## src/rtl/mem_ctrl.sv

```systemverilog
// MEM-stage load/store sequencer onto a single wait-stated data bus (IDLE -> BUS -> DONE).
// Optional macro MEM_CTRL_ALIGN_CHECK_EN rejects misaligned accesses and adds addr_err_o.
module mem_ctrl #(
  parameter int ADDR_W  = 32,
  parameter int TMO_CYC = 255
) (
  input  logic              clk,
  input  logic              rst,
  input  logic              mem_req_i,
  input  logic              mem_we_i,
  input  logic [1:0]        mem_size_i,
  input  logic              mem_sign_i,
  input  logic [ADDR_W-1:0] mem_addr_i,
  input  logic [31:0]       mem_wdata_i,
  input  logic              flush_i,
  output logic [31:0]       rdata_o,
  output logic              done_o,
  output logic              err_o,
  output logic              stallreq_o,
  output logic              bus_req_o,
  output logic              bus_we_o,
  output logic [ADDR_W-1:0] bus_addr_o,
  output logic [3:0]        bus_sel_o,
  output logic [31:0]       bus_wdata_o,
  input  logic              bus_ack_i,
`ifdef MEM_CTRL_ALIGN_CHECK_EN
  output logic              addr_err_o,
`endif
  input  logic [31:0]       bus_rdata_i
);

  localparam int TMR_W = (TMO_CYC > 1) ? $clog2(TMO_CYC + 1) : 1;
  localparam logic [TMR_W-1:0] TMO_V = TMR_W'(TMO_CYC);
  localparam bit TMO_EN = (TMO_CYC > 0);

  typedef enum logic [1:0] {
    ST_IDLE = 2'd0,
    ST_BUS  = 2'd1,
    ST_DONE = 2'd2
  } state_e;

  state_e              state_q, state_d;
  logic                abort_q, abort_d;
  logic [TMR_W-1:0]    timer_q, timer_d;
  logic [1:0]          size_q, size_d;
  logic                sign_q, sign_d;
  logic [1:0]          off_q, off_d;
  logic                bus_req_q, bus_req_d;
  logic                bus_we_q, bus_we_d;
  logic [ADDR_W-1:0]   bus_addr_q, bus_addr_d;
  logic [3:0]          bus_sel_q, bus_sel_d;
  logic [31:0]         bus_wdata_q, bus_wdata_d;
  logic                done_q, done_d;
  logic                err_q, err_d;
  logic [31:0]         rdata_q, rdata_d;
  logic                fault_s;
  logic [1:0]          off_s;

  function automatic logic [3:0] lane_sel(input logic [1:0] size, input logic [1:0] off);
    case (size)
      2'b00:   lane_sel = 4'b1000 >> off;
      2'b01:   lane_sel = off[1] ? 4'b0011 : 4'b1100;
      default: lane_sel = 4'b1111;
    endcase
  endfunction

  function automatic logic [31:0] lane_wdata(input logic [1:0] size, input logic [31:0] wd);
    case (size)
      2'b00:   lane_wdata = {4{wd[7:0]}};
      2'b01:   lane_wdata = {2{wd[15:0]}};
      default: lane_wdata = wd;
    endcase
  endfunction

  // Lane 0 is the most significant byte of the bus word (big-endian).
  function automatic logic [31:0] load_align(input logic [1:0] size, input logic [1:0] off,
                                             input logic sign, input logic [31:0] d);
    logic [7:0]  b;
    logic [15:0] h;
    case (off)
      2'd0:    b = d[31:24];
      2'd1:    b = d[23:16];
      2'd2:    b = d[15:8];
      default: b = d[7:0];
    endcase
    h = off[1] ? d[15:0] : d[31:16];
    case (size)
      2'b00:   load_align = {{24{sign & b[7]}}, b};
      2'b01:   load_align = {{16{sign & h[15]}}, h};
      default: load_align = d;
    endcase
  endfunction

`ifdef MEM_CTRL_ALIGN_CHECK_EN
  logic misalign_s;
  assign misalign_s = ((mem_size_i == 2'b01) & mem_addr_i[0]) |
                      (mem_size_i[1] & (mem_addr_i[1:0] != 2'b00));
  assign fault_s    = misalign_s;
  assign addr_err_o = mem_req_i & fault_s & (state_q == ST_IDLE);
`else
  assign fault_s = 1'b0;
`endif

  assign stallreq_o = mem_req_i & ~flush_i & (state_q != ST_DONE) & ~fault_s;

  assign rdata_o     = rdata_q;
  assign done_o      = done_q;
  assign err_o       = err_q;
  assign bus_req_o   = bus_req_q;
  assign bus_we_o    = bus_we_q;
  assign bus_addr_o  = bus_addr_q;
  assign bus_sel_o   = bus_sel_q;
  assign bus_wdata_o = bus_wdata_q;

  // Natural alignment: half drops bit 0, word drops both offset bits.
  always_comb begin
    off_s = mem_addr_i[1:0];
    case (mem_size_i)
      2'b00:   off_s = mem_addr_i[1:0];
      2'b01:   off_s = {mem_addr_i[1], 1'b0};
      default: off_s = 2'b00;
    endcase
  end

  // Next-state and registered-output computation for the access sequencer.
  always_comb begin
    state_d     = state_q;
    abort_d     = abort_q;
    timer_d     = timer_q;
    size_d      = size_q;
    sign_d      = sign_q;
    off_d       = off_q;
    bus_req_d   = bus_req_q;
    bus_we_d    = bus_we_q;
    bus_addr_d  = bus_addr_q;
    bus_sel_d   = bus_sel_q;
    bus_wdata_d = bus_wdata_q;
    rdata_d     = rdata_q;
    done_d      = 1'b0;
    err_d       = 1'b0;
    case (state_q)
      ST_IDLE: begin
        if (mem_req_i & ~flush_i & ~fault_s) begin
          state_d     = ST_BUS;
          abort_d     = 1'b0;
          timer_d     = '0;
          size_d      = mem_size_i;
          sign_d      = mem_sign_i;
          off_d       = off_s;
          bus_req_d   = 1'b1;
          bus_we_d    = mem_we_i;
          bus_addr_d  = {mem_addr_i[ADDR_W-1:2], 2'b00};
          bus_sel_d   = lane_sel(mem_size_i, off_s);
          bus_wdata_d = lane_wdata(mem_size_i, mem_wdata_i);
        end else begin
          state_d = ST_IDLE;
        end
      end
      ST_BUS: begin
        timer_d = timer_q + TMR_W'(1);
        abort_d = abort_q | flush_i;
        // A flushed access still finishes on the bus, but reports nothing.
        if (bus_ack_i) begin
          bus_req_d = 1'b0;
          if (abort_d) begin
            state_d = ST_IDLE;
          end else begin
            state_d = ST_DONE;
            done_d  = 1'b1;
            rdata_d = load_align(size_q, off_q, sign_q, bus_rdata_i);
          end
        end else if (TMO_EN && (timer_d == TMO_V)) begin
          bus_req_d = 1'b0;
          if (abort_d) begin
            state_d = ST_IDLE;
          end else begin
            state_d = ST_DONE;
            done_d  = 1'b1;
            err_d   = 1'b1;
            rdata_d = 32'h0000_0000;
          end
        end else begin
          state_d = ST_BUS;
        end
      end
      ST_DONE: begin
        state_d = ST_IDLE;
      end
      default: begin
        state_d   = ST_IDLE;
        bus_req_d = 1'b0;
      end
    endcase
  end

  // State and output registers; async reset abandons any in-flight access.
  always_ff @(posedge clk or negedge rst) begin
    if (!rst) begin
      state_q     <= ST_IDLE;
      abort_q     <= 1'b0;
      timer_q     <= '0;
      size_q      <= 2'b00;
      sign_q      <= 1'b0;
      off_q       <= 2'b00;
      bus_req_q   <= 1'b0;
      bus_we_q    <= 1'b0;
      bus_addr_q  <= '0;
      bus_sel_q   <= 4'b0000;
      bus_wdata_q <= 32'h0000_0000;
      done_q      <= 1'b0;
      err_q       <= 1'b0;
      rdata_q     <= 32'h0000_0000;
    end else begin
      state_q     <= state_d;
      abort_q     <= abort_d;
      timer_q     <= timer_d;
      size_q      <= size_d;
      sign_q      <= sign_d;
      off_q       <= off_d;
      bus_req_q   <= bus_req_d;
      bus_we_q    <= bus_we_d;
      bus_addr_q  <= bus_addr_d;
      bus_sel_q   <= bus_sel_d;
      bus_wdata_q <= bus_wdata_d;
      done_q      <= done_d;
      err_q       <= err_d;
      rdata_q     <= rdata_d;
    end
  end

endmodule

```

## config.mk

```make
export PLATFORM = sky130hd
export DESIGN_NAME = mem_ctrl
export DESIGN_NICKNAME = d
export VERILOG_FILES = /design/src/rtl/mem_ctrl.sv
export SDC_FILE = /design/constraint.sdc
export NUM_CORES = 1
export LEC_CHECK = 0
export ABC_AREA = 1
export BUFFER_PORTS_ARGS = -buffer_cell sky130_fd_sc_hd__buf_2
export CORE_AREA = 2 2 115 117
export CTS_CLUSTER_DIAMETER = 40
export DETAILED_ROUTE_END_ITERATION = 8
export DIE_AREA = 0 0 117 119
export GPL_TIMING_DRIVEN = 0
export PLACE_DENSITY = 0.73
export RECOVER_POWER = 25
export SLEW_MARGIN = 30
export SYNTH_ARGS = -nofsm -noshare
export SYNTH_HDL_FRONTEND = slang
export SYNTH_SLANG_ARGS = --single-unit
```

## constraint.sdc

```tcl
create_clock -name clk -period 1.5 [get_ports clk]
set_input_delay 0.375 -clock clk [delete_from_list [all_inputs] [get_ports clk]]
set_output_delay 0.375 -clock clk [all_outputs]
set_load 0.01 [all_outputs]
```

==> results of run 1 <==
## area by class of cell
type,instances,area [um2],area share (%)
flip-flops and latches,117,2930,36.1
clock buffers,17,425,5.24
repair buffers,226,1300,16.0
multi-input cells,548,2710,33.4
well taps,176,220,2.71
plain buffers,41,268,3.30
repair inverters,1,8.76,0.108
inverters,33,136,1.68
clock inverters,15,125,1.54
## worst min-delay path by stage
stage / startpoint / endpoint / slack (ps) / cells after the start
global placement: rdata_o[25] / rdata_o[25] / 450 / 2
finish: mem_addr_i[30] / bus_addr_o[30] / 140 / 3
CTS: mem_addr_i[28] / bus_addr_o[28] / 130 / 3
floorplan: rst / abort_q / 80 / 0
global route: mem_addr_i[16] / bus_addr_o[16] / 140 / 3
detailed placement: rst / timer_q[6] / 340 / 1
## sequential cells by signal, summed over array words and instances, names as in the netlist
signal	flops
sign_q	1
size_q	2
done_o	1
bus_addr_o	30
bus_wdata_o	32
timer_q	8
bus_we_o	1
off_q	2
bus_sel_o	4
rdata_o	32
abort_q	1
bus_req_o	1
state_q	1
err_o	1
## layer usage
layer | wire (um) | up-vias | global-route usage, % | share of wire [%]
met5 | 0 | - | 0 | 0
li1 | - | 2867 | - | -
met4 | 463 | 0 | 9.04 | 2.6
met3 | 1660 | 43 | 9.41 | 9.1
met1 | 7210 | 2789 | 32.3 | 40
met2 | 8810 | 285 | 43.0 | 49
## cell usage after synthesis (2+ instances only)
| cell type | instances | area (um2) |
|---|---|---|
| sky130_fd_sc_hd__o22ai_1 | 4 | 25.0 |
| sky130_fd_sc_hd__dfrtp_1 | 117 | 2930 |
| sky130_fd_sc_hd__buf_6 | 4 | 45.0 |
| sky130_fd_sc_hd__ha_1 | 2 | 25.0 |
| sky130_fd_sc_hd__inv_2 | 2 | 7.51 |
| sky130_fd_sc_hd__nand2_4 | 2 | 22.5 |
| sky130_fd_sc_hd__clkinv_1 | 3 | 11.3 |
| sky130_fd_sc_hd__nor2_1 | 35 | 131 |
| sky130_fd_sc_hd__nand4_1 | 2 | 12.5 |
| sky130_fd_sc_hd__buf_4 | 6 | 45.0 |
| sky130_fd_sc_hd__nand2_1 | 320 | 1200 |
| sky130_fd_sc_hd__clkbuf_1 | 28 | 105 |
| sky130_fd_sc_hd__nand2_2 | 5 | 31.3 |
| sky130_fd_sc_hd__o21ai_1 | 2 | 10.0 |
| sky130_fd_sc_hd__buf_2 | 3 | 15.0 |
| sky130_fd_sc_hd__nand3_1 | 58 | 290 |
| sky130_fd_sc_hd__a21oi_1 | 33 | 165 |
| sky130_fd_sc_hd__o21ai_0 | 75 | 375 |
| sky130_fd_sc_hd__inv_1 | 28 | 105 |
## per-stage QoR
stage          instances  area, um2  power (mW)  worst slack (ps)  TNS, ps
2_1_floorplan        739       5620        6.20              -106    -3110
3_3_place_gp        1122       6880        7.55             -1420  -196800
3_5_place_dp        1123       6920        7.62              -536   -35460
4_1_cts             1171       7820        11.7              -244    -7720
5_1_grt             1174       8120        12.6              -389   -17000
6_report            1174       8120        11.9              -301    -9160
## power groups by stage
stage	registers (mW)	logic (mW)	clock network [mW]
CTS	4.47	3.37	3.81
global placement	4.46	3.08	0
detailed placement	4.46	3.16	0
global route	4.62	4.00	3.97
finish	4.53	3.57	3.78
floorplan	4.78	1.42	0
## logic make-up after synthesis
group	share of synthesized area (%)
simple gates	30.8
flops	52.2
other cells	0.0668
buf+inv	5.95
compound gates	10.5
fa+ha+maj	0.446
## critical path, stage by stage (launching register included)
cell and delay [ps]:
sky130_fd_sc_hd__dfrtp_1 420, sky130_fd_sc_hd__buf_4 160, sky130_fd_sc_hd__nand3_2 120, sky130_fd_sc_hd__inv_1 110, sky130_fd_sc_hd__nand2_1 50, sky130_fd_sc_hd__nand2_1 60
sky130_fd_sc_hd__nand2_1 60, sky130_fd_sc_hd__nor2_1 110, sky130_fd_sc_hd__nand2_2 90, sky130_fd_sc_hd__nand2_4 110, sky130_fd_sc_hd__buf_8 160, sky130_fd_sc_hd__buf_6 140
sky130_fd_sc_hd__nand3_2 70, sky130_fd_sc_hd__nand2_1 80
## timing repair
action                                 CTS  global route
cloned                                   7             1
endpoints found under the hold margin   59             0
setup endpoints to repair              114           112
pin swaps                                8            26
resized for setup                       74            90
hold buffers                             1             0
setup buffers                            8             2
==> impl_metrics.py, run 1 <==
metrics = {
    "detailed_routing": {
        "count_of_antenna_violating_nets_left_after_detailed_routing": 0,
        "post_detailed_route_drc_marker_count": 0,
        "first_pass_iters": 5,
        "wl_per_cell_um": 15.5,
        "detailedRoute.firstIterationViolations": 431,
        "route.detailed.vias_per_inst": 5.10,
        "routed_vias": 5984,
        "finalWirelength_um": 18100,
    },
    "worst_setup_path": {
        "timing.setup.critical_path_class": "reg2reg",
        "timing.critical_path.arrival_ps": 2160,
        "reg2reg_setup_slack_ps": -300,
        "worst-endpoint-required_ps": 1860,
        "timing.critical_path.fanout_max": 7,
        "critical_path.endpoint": "rdata_o[2]",
        "beginning_of_the_worst_register_to_register_path": "timer_q[0]",
        "startpoint_class": "register",
        "timing.critical_path.from": "timer_q[0]",
        "r2r_endpoint": "rdata_o[2]",
        "worst_reg_to_reg_cells": 13,
        "worstSetupEndpointType": "register",
    },
    "timing": {
        "setup_violation_total_in_the_final_timing_report": 37,
        "final-max-slew-violation-count": 0,
        "hold_viol": 0,
        "finalWorstPathRequiredPeriod_ps": 1800,
        "clock_skew_ps": 6.80,
        "maxSlewHeadroom_pct": 43.1,
        "final_critical_path_setup_slack_ps": -301,
        "fin_worst_hold_slack_ps": 139,
        "max_slew.worst_pin.slew_ps": 853,
        "fmax_ghz": 0.555,
        "grt_setup_unrepaired": "yes",
        "finalCritPeriodShare_pct": 120,
    },
    "power": {
        "power.leakage_nw": 4.41,
        "power.ir.vdd_worst_mv": 0.802,
        "clockPowerShare_pct": 31.8,
        "power_frac_seq_pct": 38.1,
        "p_int_mw": 7.55,
        "power.density_mw_per_mm2": 1460,
        "pwr-share-comb_pct": 30.1,
        "switching_share_pct": 36.4,
        "net_switching_power_mw": 4.32,
    },
    "finish": {
        "layout.cells.most_common": "sky130_fd_sc_hd__nand2_1",
        "finalCoreUtilization_pct": 63.1,
        "final_nets": 1092,
        "area.growth.synth_to_final_pct": 44.7,
        "fillers": 1128,
        "antenna-diode-count": 0,
        "final_cell_mix": "sky130_fd_sc_hd__nand2_1, sky130_fd_sc_hd__buf_2, sky130_fd_sc_hd__dfrtp_1",
        "final_layout_size_suffix_gt1_share_pct": 38.1,
    },
    "floorplan": {
        "die_area_mm2": 0.0139,
        "core_mm2": 0.0129,
        "die_w_um": 117,
        "ioPinCount": 210,
        "floorplan.die.height_um": 119,
        "initial_cell_density_of_the_core_pct": 43.6,
        "rows": 42,
    },
    "outcome": {
        "violations": "setup timing",
        "run_status": "complete, but fails checks",
    },
    "logic_synthesis": {
        "postSynth.topFlopCell": "sky130_fd_sc_hd__dfrtp_1",
        "synth.yosys.seq_area_share_pct": 52.2,
        "netlist_area_mm2": 0.00561,
        "number_of_synthesized_flops_with_an_enable_pin": 0,
        "synth_cell_types": 28,
        "synth_async_sr_flop_share_pct": 100,
        "synthesis.instances": 738,
        "number_of_storage_elements_in_the_synthesis_netlist": 117,
        "yosysWarnings": 0,
        "avgSynthCellArea_um2": 7.61,
    },
    "clocking": {
        "clkTransAtPathRegs_ps": 60,
        "numCtsBuffers": 17,
        "cts_root_buf": "sky130_fd_sc_hd__clkbuf_16",
        "cts_tree": "done",
        "clock-sinks": 117,
        "htreeDepth": 4,
        "insertion_delay_ps": 420,
        "cts_max_path_buffers": 2,
    },
    "placement": {
        "gp_congestion": 0.906,
        "post-dp-hpwl_um": 12500,
        "number_of_input_and_output_port_buffers_inserted": 207,
    },
    "global_route": {
        "grt.overflow.total": 0,
        "antenna_violations_before_repair": 0,
        "global_route.usage.total_pct": 26.4,
        "grt_first_pass_wirelength_um": 28500,
        "number_of_global_route_vias_before_repair": 5831,
        "grt_start_max_net_pins": 61,
    },
    "run": {
        "timing.max_cap.violations": 0,
    },
    "worst_hold_path": {
        "timing.hold.worst.class": "in2reg",
    },
}
(Power assumes the default switching activity.)
==> run 2, diff against run 1 <==
--- a/config.mk
+++ b/config.mk
@@ -13,7 +13,7 @@
 export DIE_AREA = 0 0 117 119
 export GPL_TIMING_DRIVEN = 0
 export PLACE_DENSITY = 0.73
-export RECOVER_POWER = 25
+export RECOVER_POWER = 50
 export SLEW_MARGIN = 30
 export SYNTH_ARGS = -nofsm -noshare
 export SYNTH_HDL_FRONTEND = slang
==> impl_metrics.py, run 2 (same netlist as run 1, synthesis figures left out) <==
metrics = {
    "outcome": {
        "run_status": "complete, but fails checks",
        "violations": "setup timing",
    },
    "worst_setup_path": {
        "worst-endpoint-required_ps": 1860,
        "crit_path_top_delay_cell": "sky130_fd_sc_hd__dfrtp_1",
        "startpoint_class": "register",
        "crit_chain": "buf_4, nand3_2, inv_1, nand2_1, nand2_1, nand2_1, nor2_1, nand2_2, nand2_4, buf_8, buf_6, nand3_2, nand2_1",
        "timing.critical_path.fanout_max": 7,
        "critical-path-top-delay-family": "simple AND/OR/NAND/NOR gates",
        "cell_mode_on_critical_path": "sky130_fd_sc_hd__nand2_1",
        "timing.setup.critical_path_class": "reg2reg",
        "crit_buf_inv": 4,
        "critPathMaxStageDelay_ps": 420,
        "timing.critical_path.arrival_ps": 2160,
        "worstSetupEndpointType": "register",
    },
    "timing": {
        "max_slew.worst_pin.slew_ps": 853,
        "clock_skew_ps": 5.93,
        "fin_worst_hold_slack_ps": 140,
        "fmax_ghz": 0.556,
        "finalCritPeriodShare_pct": 120,
        "final-max-slew-violation-count": 0,
        "final_critical_path_setup_slack_ps": -299,
        "finalSetupTns_ps": -9120,
        "setup_violation_total_in_the_final_timing_report": 37,
        "finalWorstPathRequiredPeriod_ps": 1800,
        "hold_viol": 0,
        "grt_setup_unrepaired": "yes",
        "maxSlewHeadroom_pct": 43.1,
    },
    "floorplan": {
        "floorplan.die.height_um": 119,
        "die_area_mm2": 0.0139,
        "die_w_um": 117,
        "initial_cell_density_of_the_core_pct": 43.6,
        "core_mm2": 0.0129,
        "ioPinCount": 210,
        "rows": 42,
    },
    "detailed_routing": {
        "wl_per_cell_um": 15.4,
        "first_pass_iters": 5,
        "count_of_antenna_violating_nets_left_after_detailed_routing": 0,
        "routed_vias": 5939,
        "detailedRoute.firstIterationViolations": 435,
        "finalWirelength_um": 18100,
        "post_detailed_route_drc_marker_count": 0,
        "route.detailed.vias_per_inst": 5.06,
    },
    "clocking": {
        "clkTransAtPathRegs_ps": 60,
        "clock-sinks": 117,
        "cts_max_path_buffers": 2,
        "cts_tree": "done",
        "htreeDepth": 4,
        "insertion_delay_ps": 420,
        "numCtsBuffers": 17,
        "cts_root_buf": "sky130_fd_sc_hd__clkbuf_16",
    },
    "finish": {
        "final_nets": 1092,
        "layout.cells.most_common": "sky130_fd_sc_hd__nand2_1",
        "antenna-diode-count": 0,
        "area.growth.synth_to_final_pct": 44.1,
        "fillers": 1147,
        "final_layout_size_suffix_gt1_share_pct": 35.6,
        "final_cell_mix": "sky130_fd_sc_hd__nand2_1, sky130_fd_sc_hd__buf_2, sky130_fd_sc_hd__dfrtp_1",
    },
    "power": {
        "power.density_mw_per_mm2": 1460,
        "power.leakage_nw": 4.32,
        "power.ir.vdd_worst_mv": 0.800,
    },
    "placement": {
        "number_of_input_and_output_port_buffers_inserted": 207,
        "gp_congestion": 0.906,
        "post-dp-hpwl_um": 12500,
    },
    "global_route": {
        "grt_first_pass_wirelength_um": 28500,
        "number_of_global_route_vias_before_repair": 5831,
        "grt.overflow.total": 0,
        "global_route.usage.total_pct": 26.4,
        "antenna_violations_before_repair": 0,
        "grt_start_max_net_pins": 61,
    },
    "worst_hold_path": {
        "timing.hold.worst.class": "in2reg",
    },
    "run": {
        "timing.max_cap.violations": 0,
    },
}
run 2: timing repair:
action	4_1_cts	5_1_grt
gates resized for setup	74	90
setup endpoints to repair	114	112
pin swaps	8	26
hold endpoints to repair	59	0
gates cloned	7	1
setup buffers	8	2
hold buffers	1	0
run 2: power breakdown:
part | internal [mW] | total [mW] | leakage [nW] | switching (mW)
clock network | 2.14 | 3.77 | 0.259 | 1.62
registers | 3.96 | 4.53 | 1.49 | 0.578
logic | 1.41 | 3.53 | 2.57 | 2.12
total | 7.51 | 11.8 | 4.32 | 4.32
run 2: worst paths after layout:
path                           startpoint              to  slack, ps  depth (start not counted)
max                            timer_q[0]      rdata_o[2]       -300                         13
min                        mem_addr_i[30]  bus_addr_o[30]        140                          3
max reg2reg                    timer_q[0]      rdata_o[2]       -300                         13
min reg2reg                   rdata_o[24]     rdata_o[24]        470                          2
max in group asynchronous             rst  bus_wdata_o[0]        100                          3
min in group asynchronous             rst           err_o        640                          2
run 2: final cells by class:
cell class / instances / area (um2) / share of cell area, %
clock inverters: 15 / 125 / 1.55
well taps: 176 / 220 / 2.72
plain buffers: 41 / 268 / 3.31
clock buffers: 17 / 425 / 5.26
repair buffers: 226 / 1270 / 15.7
multi-input cells: 548 / 2710 / 33.5
inverters: 33 / 134 / 1.66
flip-flops and latches: 117 / 2930 / 36.2
repair inverters: 1 / 8.76 / 0.108
run 2: tightest hold or removal path, delay by kind of cell:
family / cells / cell delay, ps
buf+inv: 1 / 70
simple gates: 2 / 80
run 2: metrics by stage:
step           cell area (um2)  total power, mW  utilization [%]  setup slack, ps  cells
2_1_floorplan             5620             6.20                -             -106    739
3_3_place_gp              6880             7.55             53.4            -1420   1122
3_5_place_dp              6920             7.62             53.7             -536   1123
4_1_cts                   7820             11.7             60.8             -244   1171
5_1_grt                   8090             12.6             62.8             -389   1174
6_report                  8090             11.8             62.8             -299   1174
run 2: per-layer routing:
metal  wire [um]  track usage [%]
met5           0                0
met4         425             9.04
met3        1630             9.41
met2        8830             43.0
met1        7230             32.3
==> run 3, diff against run 2 <==
--- a/config.mk
+++ b/config.mk
@@ -5,14 +5,14 @@
 export SDC_FILE = /design/constraint.sdc
 export NUM_CORES = 1
 export LEC_CHECK = 0
-export ABC_AREA = 1
+export ABC_AREA = 0
 export BUFFER_PORTS_ARGS = -buffer_cell sky130_fd_sc_hd__buf_2
-export CORE_AREA = 2 2 115 117
+export CORE_AREA = 2 2 114 116
 export CTS_CLUSTER_DIAMETER = 40
 export DETAILED_ROUTE_END_ITERATION = 8
-export DIE_AREA = 0 0 117 119
+export DIE_AREA = 0 0 116 118
 export GPL_TIMING_DRIVEN = 0
-export PLACE_DENSITY = 0.73
+export PLACE_DENSITY = 0.72
 export RECOVER_POWER = 50
 export SLEW_MARGIN = 30
 export SYNTH_ARGS = -nofsm -noshare
==> impl_metrics.py, run 3 <==
metrics = {
    "outcome": {
        "run_status": "complete, but fails checks",
        "violations": "setup timing",
    },
    "finish": {
        "layout.cells.most_common": "sky130_fd_sc_hd__buf_2",
        "area.growth.synth_to_final_pct": 58.5,
        "multi_input_area_mm2": 0.00284,
        "finish.instance_area_mm2": 0.00856,
        "final_layout_size_suffix_gt1_share_pct": 52.8,
        "fillers": 958,
        "final_nets": 931,
        "antenna-diode-count": 0,
        "final_cell_mix": "sky130_fd_sc_hd__buf_2, sky130_fd_sc_hd__dfrtp_1, sky130_fd_sc_hd__nand2_1",
        "sequential_area_mm2": 0.00293,
    },
    "global_route": {
        "number_of_global_route_vias_before_repair": 5158,
        "global_route.usage.total_pct": 24.8,
        "grt.overflow.total": 0,
        "grt_first_pass_wirelength_um": 26400,
        "grt_start_max_net_pins": 91,
        "antenna_violations_before_repair": 1,
    },
    "logic_synthesis": {
        "synth.yosys.seq_area_share_pct": 54.2,
        "synthDominantCellAreaShare_pct": 54.2,
        "avgSynthCellArea_um2": 9.58,
        "postSynth.topFlopCell": "sky130_fd_sc_hd__dfrtp_1",
        "number_of_synthesized_flops_with_an_enable_pin": 0,
        "yosys.area.top_type": "sky130_fd_sc_hd__dfrtp_1",
        "synth.top_cells.by_count": "sky130_fd_sc_hd__nand2_1, sky130_fd_sc_hd__dfrtp_1, sky130_fd_sc_hd__o21ai_0",
        "synth.top_cells.by_area": "sky130_fd_sc_hd__dfrtp_1, sky130_fd_sc_hd__nand2_1, sky130_fd_sc_hd__mux2i_1",
        "synthesis.instances": 564,
        "synth_async_sr_flop_share_pct": 100,
        "most_numerous_cell_in_the_yosys_netlist": "sky130_fd_sc_hd__nand2_1",
        "synth_cell_types": 46,
        "netlist_area_mm2": 0.00540,
        "yosysWarnings": 0,
        "number_of_storage_elements_in_the_synthesis_netlist": 117,
    },
    "worst_hold_path": {
        "timing.hold.worst.class": "in2reg",
    },
    "worst_setup_path": {
        "worst_reg_to_reg_cells": 6,
        "reg2reg_setup_slack_ps": -220,
        "timing.setup.critical_path_class": "reg2reg",
        "timing.critical_path.fanout_max": 10,
        "timing.critical_path.from": "off_q[1]",
        "timing.critical_path.arrival_ps": 2010,
        "critical_path.endpoint": "rdata_o[27]",
        "worstSetupEndpointType": "register",
        "r2r_endpoint": "rdata_o[27]",
        "cell_mode_on_critical_path": "sky130_fd_sc_hd__buf_6",
        "critPathMaxStageDelay_ps": 540,
        "worst-endpoint-required_ps": 1800,
        "beginning_of_the_worst_register_to_register_path": "off_q[1]",
        "crit_chain": "buf_6, mux4_2, nor2b_4, o21ai_4, buf_6, o2bb2ai_1",
        "startpoint_class": "register",
        "crit_path_top_delay_cell": "sky130_fd_sc_hd__mux4_2",
    },
    "power": {
        "fin_total_pwr_mw": 13.3,
        "power.leakage_nw": 4.30,
        "power.density_mw_per_mm2": 1550,
        "power.ir.vdd_worst_mv": 0.756,
    },
    "detailed_routing": {
        "first_pass_iters": 5,
        "detailedRoute.firstIterationViolations": 459,
        "finalWirelength_um": 18000,
        "count_of_antenna_violating_nets_left_after_detailed_routing": 0,
        "routed_vias": 5356,
        "route.detailed.vias_per_inst": 5.31,
        "post_detailed_route_drc_marker_count": 0,
        "wl_per_cell_um": 17.9,
    },
    "floorplan": {
        "die_area_mm2": 0.0137,
        "core_mm2": 0.0124,
        "initial_cell_density_of_the_core_pct": 43.5,
        "die_w_um": 116,
        "rows": 41,
        "floorplan.die.height_um": 118,
        "ioPinCount": 210,
    },
    "timing": {
        "max_slew.worst_pin.slew_ps": 777,
        "fin_worst_hold_slack_ps": 153,
        "final_critical_path_setup_slack_ps": -215,
        "clock_skew_ps": 4.08,
        "grt_setup_unrepaired": "yes",
        "hold_viol": 0,
        "finalCritPeriodShare_pct": 114,
        "finalWorstPathRequiredPeriod_ps": 1720,
        "fmax_ghz": 0.583,
        "setup_violation_total_in_the_final_timing_report": 108,
        "final-max-slew-violation-count": 0,
        "maxSlewHeadroom_pct": 48.2,
    },
    "clocking": {
        "clock-sinks": 117,
        "clkTransAtPathRegs_ps": 50,
        "cts_tree": "done",
        "cts_root_buf": "sky130_fd_sc_hd__clkbuf_16",
        "numCtsBuffers": 17,
        "insertion_delay_ps": 420,
        "htreeDepth": 4,
        "cts_max_path_buffers": 2,
    },
    "placement": {
        "placed_area_mm2": 0.00676,
        "number_of_input_and_output_port_buffers_inserted": 207,
        "gp_congestion": 0.860,
        "post-dp-hpwl_um": 12100,
    },
    "run": {
        "timing.max_cap.violations": 0,
    },
}
[run 3: cell types whose count changed in the layout (fill, tap and decap cells not counted), moves of 17 or more]
cell,delta
sky130_fd_sc_hd__buf_2,+23
sky130_fd_sc_hd__clkbuf_1,-31
sky130_fd_sc_hd__inv_1,-21
sky130_fd_sc_hd__mux2i_1,+31
sky130_fd_sc_hd__nand2_1,-179
sky130_fd_sc_hd__nand3_1,-39
sky130_fd_sc_hd__o21ai_0,-60
sky130_fd_sc_hd__o21ai_1,+18
sky130_fd_sc_hd__o2bb2ai_1,+17
[run 3: timing repair]
item,in CTS,in global routing
gates resized for setup,64,205
hold buffers,1,0
setup buffers,13,12
pin swaps,13,115
endpoints found under the setup margin,109,112
gates cloned,0,11
hold endpoints to repair,27,0
[run 3: power breakdown]
group / internal [mW] / total, mW / switching (mW) / leakage [nW]
Combinational: 1.99 / 4.15 / 2.16 / 2.51
Sequential: 4.06 / 4.80 / 0.740 / 1.47
Clock: 2.94 / 4.34 / 1.40 / 0.313
Total: 9.00 / 13.3 / 4.30 / 4.30
[run 3: cell families after synthesis]
family / Yosys count / share of synthesized area (%)
and+or+nand+nor: 211 / 16.3
muxes: 34 / 6.58
AOI/OAI and AO/OA: 149 / 17.6
buffers and inverters: 48 / 4.33
xor gates and xnor gates: 2 / 0.463
other: 1 / 0.0694
DFF: 117 / 54.2
adders and majority gates: 2 / 0.463
[run 3: cell type report]
cell class / count / share of cell area (%)
repair buffers: 244 / 18.2
plain buffers: 37 / 4.15
clock buffers: 23 / 5.70
well taps: 172 / 2.51
clock inverters: 9 / 1.72
flip-flops and latches: 117 / 34.3
inverters: 6 / 0.336
multi-input cells: 401 / 33.1
[run 3: worst min-delay path by stage]
stage	from	to	slack, ps	depth (start not counted)
floorplan	rst	abort_q	80	0
global placement	bus_addr_o[10]	bus_addr_o[10]	450	2
detailed placement	rst	rdata_o[1]	240	1
CTS	mem_addr_i[8]	bus_addr_o[8]	130	3
global route	mem_addr_i[19]	bus_addr_o[19]	150	3
finish	mem_addr_i[8]	bus_addr_o[8]	150	3
[run 3: worst max-delay path, delay by kind of cell, from the launching register on]
kind,cells,cell delay [ps]
AOI/OAI and AO/OA,2,260
buffers and inverters,2,290
DFF,1,340
muxes,1,540
and+or+nand+nor,1,160
[run 3: metrics by stage]
step | setup TNS, ps | setup slack [ps] | utilization [%] | instances
2_1_floorplan | -3420 | -135 | - | 565
3_3_place_gp | -194840 | -1350 | 54.1 | 944
3_5_place_dp | -38870 | -595 | 54.4 | 945
4_1_cts | -9710 | -212 | 61.8 | 988
5_1_grt | -30960 | -284 | 69.0 | 1009
6_report | -11070 | -215 | 69.0 | 1009
[run 3: layer usage]
layer / vias up / part of all wire, % / GRT usage [%]
li1: 2481 / - / -
met1: 2600 / 41 / 31.4
met2: 241 / 51 / 40.5
met3: 32 / 7.0 / 7.26
met4: 2 / 1.7 / 8.48
met5: - / 0.083 / 0
